## src/rtl/tx_sink_pkg.sv

```systemverilog
// tx_sink_pkg: shared constants and types for the transmitter stream sink
package tx_sink_pkg;
    localparam int CTL_ENABLE_BIT = 0;
    localparam int CTL_FM_BIT = 1;
    localparam int CTL_FLUSH_BIT = 2;
    localparam int DATA_W = 32;
    typedef enum logic {IDLE = 1'b0, PENDING = 1'b1} pend_state_t;
endpackage

```

## src/rtl/sync_fifo.sv

```systemverilog
// sync_fifo: synchronous FIFO with flush and a registered not_full flag
module sync_fifo #(
    parameter int WIDTH = 8,
    parameter int DEPTH = 16,
    localparam int AW = $clog2(DEPTH)
) (
    input  logic             clk,
    input  logic             rst,
    input  logic             push,
    input  logic             pop,
    input  logic             flush,
    input  logic [WIDTH-1:0] din,
    output logic [WIDTH-1:0] dout,
    output logic [AW:0]      level,
    output logic             not_full
);
    logic [WIDTH-1:0] mem [DEPTH];
    logic [AW-1:0] wr_ptr, rd_ptr;
    logic do_push, do_pop;
    logic [AW:0] level_nxt;
    assign do_push = push & ~flush;
    assign do_pop = pop & ~flush & (level != '0);
    assign level_nxt = flush ? '0 : level + (AW+1)'(do_push) - (AW+1)'(do_pop);
    assign dout = mem[rd_ptr];
    always_ff @(posedge clk)
        if (do_push) mem[wr_ptr] <= din;
    // not_full tracks the next level so a full FIFO never sees an extra ack
    always_ff @(posedge clk or negedge rst)
        if (!rst) begin
            wr_ptr <= '0;
            rd_ptr <= '0;
            level <= '0;
            not_full <= 1'b0;
        end else begin
            wr_ptr <= flush ? '0 : wr_ptr + AW'(do_push);
            rd_ptr <= flush ? '0 : rd_ptr + AW'(do_pop);
            level <= level_nxt;
            not_full <= level_nxt != (AW+1)'(DEPTH);
        end
endmodule

```

## src/rtl/tx_stream_sink.sv

```systemverilog
// tx_stream_sink: buffers amplitude samples and pending freq/ctl words,
// applying them coherently to the modulator outputs on each sample tick.
module tx_stream_sink
    import tx_sink_pkg::*;
#(
    parameter int DEPTH = 16,
    parameter int AM_WIDTH = 8,
    parameter int CNT_WIDTH = 16
) (
    input  logic                      clk,
    input  logic                      rst,
    input  logic [DATA_W-1:0]         in_freq,
    input  logic                      in_freq_stb,
    output logic                      in_freq_ack,
    input  logic [DATA_W-1:0]         in_am,
    input  logic                      in_am_stb,
    output logic                      in_am_ack,
    input  logic [DATA_W-1:0]         in_ctl,
    input  logic                      in_ctl_stb,
    output logic                      in_ctl_ack,
    input  logic                      sample_tick,
    input  logic                      underrun_clr,
    output logic [DATA_W-1:0]         frequency,
    output logic [AM_WIDTH-1:0]       amplitude,
    output logic                      tx_enable,
    output logic                      fm_mode,
    output logic                      underrun,
    output logic [CNT_WIDTH-1:0]      underrun_count,
    output logic [$clog2(DEPTH):0]    fifo_level
);
    pend_state_t freq_st, ctl_st;
    logic [DATA_W-1:0] pend_freq;
    logic [2:0] pend_ctl;
    logic [AM_WIDTH-1:0] fifo_dout;
    logic freq_xfer, ctl_xfer, am_xfer, ctl_apply, eff_en, flush, live, pop, ur;
    logic unused_bits;
    assign unused_bits = ^{in_ctl[DATA_W-1:3], in_am[DATA_W-1:AM_WIDTH]};
    assign freq_xfer = in_freq_stb & in_freq_ack;
    assign ctl_xfer = in_ctl_stb & in_ctl_ack;
    assign am_xfer = in_am_stb & in_am_ack;
    assign ctl_apply = sample_tick && ctl_st == PENDING;
    assign eff_en = ctl_apply ? pend_ctl[CTL_ENABLE_BIT] : tx_enable;
    assign flush = ctl_apply & pend_ctl[CTL_FLUSH_BIT];
    assign live = sample_tick & ~flush & eff_en;
    assign pop = live & (fifo_level != '0);
    assign ur = live & (fifo_level == '0);

    sync_fifo #(.WIDTH(AM_WIDTH), .DEPTH(DEPTH)) u_fifo (
        .clk(clk), .rst(rst), .push(am_xfer), .pop(pop), .flush(flush),
        .din(in_am[AM_WIDTH-1:0]), .dout(fifo_dout), .level(fifo_level), .not_full(in_am_ack)
    );

    always_ff @(posedge clk or negedge rst)
        if (!rst) begin
            freq_st <= IDLE;
            in_freq_ack <= 1'b0;
            pend_freq <= '0;
            frequency <= '0;
        end else if (freq_st == IDLE) begin
            in_freq_ack <= ~freq_xfer;
            if (freq_xfer) begin
                pend_freq <= in_freq;
                freq_st <= PENDING;
            end
        end else if (sample_tick) begin
            frequency <= pend_freq;
            freq_st <= IDLE;
            in_freq_ack <= 1'b1;
        end

    always_ff @(posedge clk or negedge rst)
        if (!rst) begin
            ctl_st <= IDLE;
            in_ctl_ack <= 1'b0;
            pend_ctl <= '0;
            tx_enable <= 1'b0;
            fm_mode <= 1'b0;
        end else if (ctl_st == IDLE) begin
            in_ctl_ack <= ~ctl_xfer;
            if (ctl_xfer) begin
                pend_ctl <= in_ctl[2:0];
                ctl_st <= PENDING;
            end
        end else if (sample_tick) begin
            tx_enable <= pend_ctl[CTL_ENABLE_BIT];
            fm_mode <= pend_ctl[CTL_FM_BIT];
            ctl_st <= IDLE;
            in_ctl_ack <= 1'b1;
        end

    // a fresh underrun outranks a simultaneous clear
    always_ff @(posedge clk or negedge rst)
        if (!rst) begin
            amplitude <= '0;
            underrun <= 1'b0;
            underrun_count <= '0;
        end else begin
            amplitude <= (sample_tick & ~eff_en) | flush ? '0 : pop ? fifo_dout : amplitude;
            underrun <= ur | (underrun & ~underrun_clr);
            underrun_count <= ur ? (underrun_clr ? CNT_WIDTH'(1) : underrun_count + CNT_WIDTH'(~&underrun_count))
                            : underrun_clr ? '0 : underrun_count;
        end
endmodule

```

## config.mk

```make
export PLATFORM = sky130hd
export DESIGN_NAME = tx_stream_sink
export DESIGN_NICKNAME = d
export VERILOG_FILES = /design/src/rtl/tx_sink_pkg.sv /design/src/rtl/sync_fifo.sv /design/src/rtl/tx_stream_sink.sv
export SDC_FILE = /design/constraint.sdc
export NUM_CORES = 1
export LEC_CHECK = 0
export ABC_AREA = 1
export CAP_MARGIN = 15
export CORE_AREA = 10 10 182 184
export DETAILED_ROUTE_END_ITERATION = 10
export DIE_AREA = 0 0 192 194
export PLACE_DENSITY_LB_ADDON = 0.1
export SYNTH_ARGS = -nofsm -noshare
export SYNTH_HDL_FRONTEND = slang
export SYNTH_SLANG_ARGS = --single-unit
export TNS_END_PERCENT = 5
```

## constraint.sdc

```tcl
create_clock -name clk -period 2.9 [get_ports clk]
set_input_delay 0.435 -clock clk [delete_from_list [all_inputs] [get_ports clk]]
set_output_delay 0.435 -clock clk [all_outputs]
set_load 0.02 [all_outputs]
```

## After elaboration in Yosys (flattened, before gate mapping)

Memory sizes are Yosys's and may differ from the RTL's.
Cells that the tools add are included.

- Bits of input ports: 103
- Output and inout port bits: 67
- Memories: 1
- Bits in registers: 112
- Bits in writable memories: 128
- Word-level logic and storage cells: 77

- Bitwise gates (word level): 22
- $add $sub $neg: 5
- Eq/ne operators: 3
- Reductions and logical operators: 11
- Multiplexer cells: 19

Memory list:

| name | words | width | read ports | clocked after memory_dff | write ports | line | text |
|---|---|---|---|---|---|---|---|
| u_fifo.mem | 16 | 8 | 1 | 0 | 1 | sync_fifo.sv:17 | `logic [WIDTH-1:0] mem [DEPTH];` |

Operator list:

| cell | count |
|---|---|
| $mux 16 | 3 |
| $add 16x1->16 | 1 |
| $mux 8 | 2 |
| $reduce_and 16->1 | 1 |
| $and 1x1->1 | 13 |
| $mux 1 | 11 |
| $add 4x1->4 | 2 |
| $mux 4 | 2 |
| $reduce_and 2->1 | 4 |
| $not 1->1 | 7 |
| $add 5x1->5 | 1 |
| $logic_not 5->1 | 1 |
| $mux 5 | 1 |
| $ne 5x5->1 const B | 1 |
| $reduce_bool 5->1 | 1 |
| $sub 5x1->5 | 1 |
| $ne 2x2->1 const B | 2 |
| $reduce_bool 2->1 | 2 |
| $or 1x1->1 | 2 |
| $logic_and 1x1->1 | 1 |
| $logic_not 1->1 | 1 |

## Longest topological paths before layout

- Depth after elaboration: 11
- Gate-level depth with buffers: 19
- Gate-level depth less buffers: 19

## Modules after synthesis

From an unflattened synthesis, not the netlist that was laid out.

- Cells, all modules: 1,011
- Area, all modules: 10,349.9 µm²

Modules (own cells, without submodules):

| module | cells each | sequential area each (µm²) | area each (µm²) | instances |
|---|---|---|---|---|
| sync_fifo | 614 | 4,194.0 | 6,269.8 | 1 |
| tx_stream_sink | 397 | 2,452.4 | 4,080.2 | 1 |

## Least setup slack after synthesis

No wires, ideal clock.

- Path type: register -> register
- From: register u_fifo.level[2]
- To: register u_fifo.not_full
- Clock period less this slack: 2.645 ns
- Required time: 2.772 ns
- Stages on the path, launching flop included: 19
- Arrival time: 2.517 ns
- Path slack: 0.255 ns
- Library setup time: 0.128 ns
- Buffers on the path: 0
- Cells stage by stage: dfrtp_1 inv_1 ha_1 nand3_1 nor2_1 nor2_2 ha_1 inv_1 ha_1 inv_1 fa_1 inv_1 nand2_1 nand2_1 a21oi_1 nand2_1 nand2_1 nor2_1 nand3_1

- Longest elaborated chain between the ends: 7
- Elaborated cells between the ends (all ways): 8
- Those cells by class: add/sub: 2; eq/ne: 1; mux: 1; bitwise: 3; reduce/logical: 1

Ends and longest elaborated chain:

| element | line | text |
|---|---|---|
| start, declared | sync_fifo.sv:14 | `output logic [AW:0] level,` |
| start signal, assigned | sync_fifo.sv:37 | `level <= level_nxt;` |
| $reduce_bool 5->1 | sync_fifo.sv:22, tx_stream_sink.sv:45 |  |
| $and 1x1->1 | tx_stream_sink.sv:45 | `assign pop = live & (fifo_level != '0);` |
| $and 1x1->1 (2 in series) | sync_fifo.sv:22 | `assign do_pop = pop & ~flush & (level != '0);` |
| $sub 5x1->5 (*) | sync_fifo.sv:23 | `assign level_nxt = flush ? '0 : level + (AW+1)'(do_push) - (AW+1)'(do_pop);` |
| $mux 5 (*) | sync_fifo.sv:23 |  |
| net u_fifo.level_nxt[4] | sync_fifo.sv:20 | `logic [AW:0] level_nxt;` |
| $ne 5x5->1 (*) | sync_fifo.sv:38 | `not_full <= level_nxt != (AW+1)'(DEPTH);` |
| end signal, assigned | sync_fifo.sv:38 |  |
| end, declared | sync_fifo.sv:15 | `output logic not_full` |

Mark *: on every way through the listed nets, which the timed path passes. The rest lies on a longest branch.
A chain may end at the register's enable or synchronous reset.

## Final worst setup path

Ends and elaborated chain as after synthesis.

==> reports/summary.txt <==
Setup Buffers After CTS - 0
CP required - 3.31 ns
fmax - 396.3 MHz
cts bufs inserted - 27
final net count - 1230
Synth Warn # - 0
Netlist cell types - 35
FF+latch count, synth - 240
Worst Slack Setup Final - 0.3767 ns
Max Cap Violations - 0
Routed Antenna Nets - 0
Place WS - -0.09065 ns
HP Start - frequency[23]
Core Rows - 63
Initial Util - 34.44%
flop2flop setup slack - 0.38 ns
mapped cell area - 10130 µm²
H-tree levels - 1
Top-Level Pins - 170
largest net degree at the start of global routing - 52
Clock Latency Late Sink - 0.53 ns
CP Capture Type - register
Post-DP Area - 11950 µm²
setup_tns - 0 ns
die width - 192 µm
Reg-to-Reg End - u_fifo.not_full
CTS max path bufs - 3
first-pass GRT wire length - 40500 µm
switching pwr - 4.160 mW
Root Driver - clkbuf_16
GRT Util Overall - 13.61%
Comb pwr share - 33.7%
DR iter-0 viols - 420
router iterations before antenna repair - 4
final instance area - 12780 µm²
gpl congestion - 0.7716
layout cell share with drive strength beyond 1 - 11.64%
leak pwr - 5.425 nW
Wirelength per Cell - 16.73 µm
Max-slew headroom - 44.97%
Worst-Margin Slew - 0.8229 ns
global route overflow - 0
Hold Path Stages - 2
syn avg cell area - 10.55 µm²
Sequential Power Share - 40.0%
Final Cycle Share - 87.01%
CTS tree - yes
clk_skew - 0.01116 ns
die area - 37250 µm²
critical path startpoint category - register
Worst-path clk slew - 0.05 ns
DR vias - 6993
Crit Path Max Fanout - 3
drt via density - 4.589
# diodes - 0
worst r2r path cells - 18
Peak supply drop - 0.5077 mV
IO buf count - 116
Syn Nets - 1076
core area - 29400 µm²
WHS Endpoint - frequency[23]
Pwr Density - 948.4 nW/µm²
Mapped Cells - 960
Detailed Place HPWL - 16760 µm
Int Power - 7.961 mW
Clock power frac - 26.3%
WL final - 25500 µm
die height - 194 µm
final setup vio count - 0
cts repair resizes - 0
Area Overhead vs Synth - 26.21%
status - finished, final reports clean
CP Class - register to register
hold crit path type - register to register
RSZ-0062 raised after global routing - false
DRC - 0
minimum clock period - 2.523 ns
final slew viol count - 0
total clock sinks - 240
CP arrival - 2.93 ns
FF-to-FF Start - u_fifo.level[2]
fin util - 43.47%
initial antenna violation count - 1
Seq/Total Area, Yosys - 65.64%
Final Hold Viols - 0
vias in the first global route - 7095
Sw Share - 34.32%
placed cells by master (no fill, tap or decap), drive strengths merged:
cell type,n
clkdlybuf4s50,115
o21bai,3
mux2,41
nand3b,2
o22ai,2
a21oi,22
nand3,101
nand2,271
nor2,86
edfxtp,128
o21ai,34
xor2,1
nor4,1
fa,1
nand4,9
nor3b,1
nor3,1
bufinv,1
clkbuf,42
clkinv,6
buf,40
a21o,1
inv,97
o21a,1
ha,12
xnor2,2
dfrtp,112
dlygate4sd3,1
timing repair:
item,in CTS,in global routing
hold buffers,1,0
endpoints found under the hold margin,49,0
setup endpoints to repair,0,0
registers in the layout, summed over array words and instances (netlist names):
name and cells:
fm_mode 1, frequency 32, u_fifo.mem 128, u_fifo.wr_ptr 4, pend_freq 32, in_freq_ack 1
underrun_count 16, amplitude 8, underrun 1, u_fifo.rd_ptr 4, pend_ctl 3, u_fifo.level 5
u_fifo.not_full 1, tx_enable 1, freq_st 1, in_ctl_ack 1, ctl_st 1
Yosys cell counts, drive strengths merged:
cell	number	share of area (%)
nor3	1	0.049
ha	12	1.5
nand2	271	10
nor2	86	3.4
dfrtp	112	28
nor3b	1	0.074
o22ai	2	0.12
nand3	101	5.0
nor4	1	0.062
buf	21	1.1
nand4	9	0.56
a21o	1	0.074
fa	1	0.20
clkbuf	10	0.37
o21a	1	0.074
xor2	1	0.087
nand3b	2	0.15
inv	96	3.6
mux2	41	4.6
edfxtp	128	38
o21bai	3	0.22
o21ai	34	1.7
a21oi	22	1.1
clkinv	1	0.037
xnor2	2	0.17
through the flow:
stage          hold WS, ns  total power, mW  cells
2_1_floorplan       0.1394            7.270    960
3_3_place_gp        0.4670            9.078   1474
3_5_place_dp        0.4687            9.096   1474
4_1_cts             0.4522            12.35   1524
5_1_grt             0.4780            12.94   1524
6_report            0.4784            12.12   1524
worst max-delay path, cell delays in order (launching register included):
cell     delay, ns
dfrtp_1       0.41
inv_1         0.09
ha_1          0.16
nand3_1       0.07
nor2_1        0.15
nor2_2        0.07
ha_1          0.27
inv_1         0.06
ha_1          0.15
inv_1         0.05
fa_1          0.34
inv_1         0.08
nand2_1       0.06
nand2_1       0.06
a21oi_1       0.07
nand2_1       0.06
nand2_1       0.04
nor2_1        0.13
nand3_1       0.08
kinds of logic (layout without fill, tap and decap cells):
group / after synthesis / in the layout / synth area share [%]
AND/OR/NAND/NOR: 472 / 472 / 19.49
flip-flops: 240 / 240 / 65.64
buffers and inverters: 128 / 302 / 5.078
AO/OA/AOI/OAI: 63 / 63 / 3.299
multiplexers: 41 / 41 / 4.559
adder cells (fa/ha/maj): 13 / 13 / 1.680
XOR/XNOR: 3 / 3 / 0.2595
power by group through the flow:
stage               logic, mW  clock network, mW  registers, mW
detailed placement       4.18                  0           4.92
CTS                      4.20               3.29           4.86
global placement         4.17                  0           4.91
global route             4.58               3.41           4.96
finish                   4.09               3.18           4.85
floorplan                2.09                  0           5.18
how the worst max path moves through the flow:
stage | endpoint | from | slack [ns] | depth (start not counted)
after global routing | u_fifo.not_full | u_fifo.level[2] | 0.16 | 15
after detailed placement | u_fifo.not_full | sample_tick | -0.09 | 20
after CTS | u_fifo.not_full | u_fifo.level[2] | 0.36 | 18
final | u_fifo.not_full | u_fifo.level[2] | 0.38 | 18
after floorplan | u_fifo.not_full | u_fifo.level[2] | 0.26 | 18
after global placement | u_fifo.not_full | sample_tick | -0.07 | 20
metal layers:
layer,vias up,part of all wire (%),GRT usage [%]
li1,3471,-,-
met1,3337,44,17.80
met2,144,47,22.10
met3,39,7.0,3.255
met4,2,1.9,3.433
met5,-,0.043,0
final cells by class:
class                   instances  area (µm²)
well taps                     390       488.0
flip-flops and latches        240        6648
clock buffers                  42       752.0
inverters                      97       364.1
multi-input cells             592        2965
clock inverters                 7       63.81
fillers                      2779       16620
repair buffers                156        1499
Power figures use the tool's default switching activity.
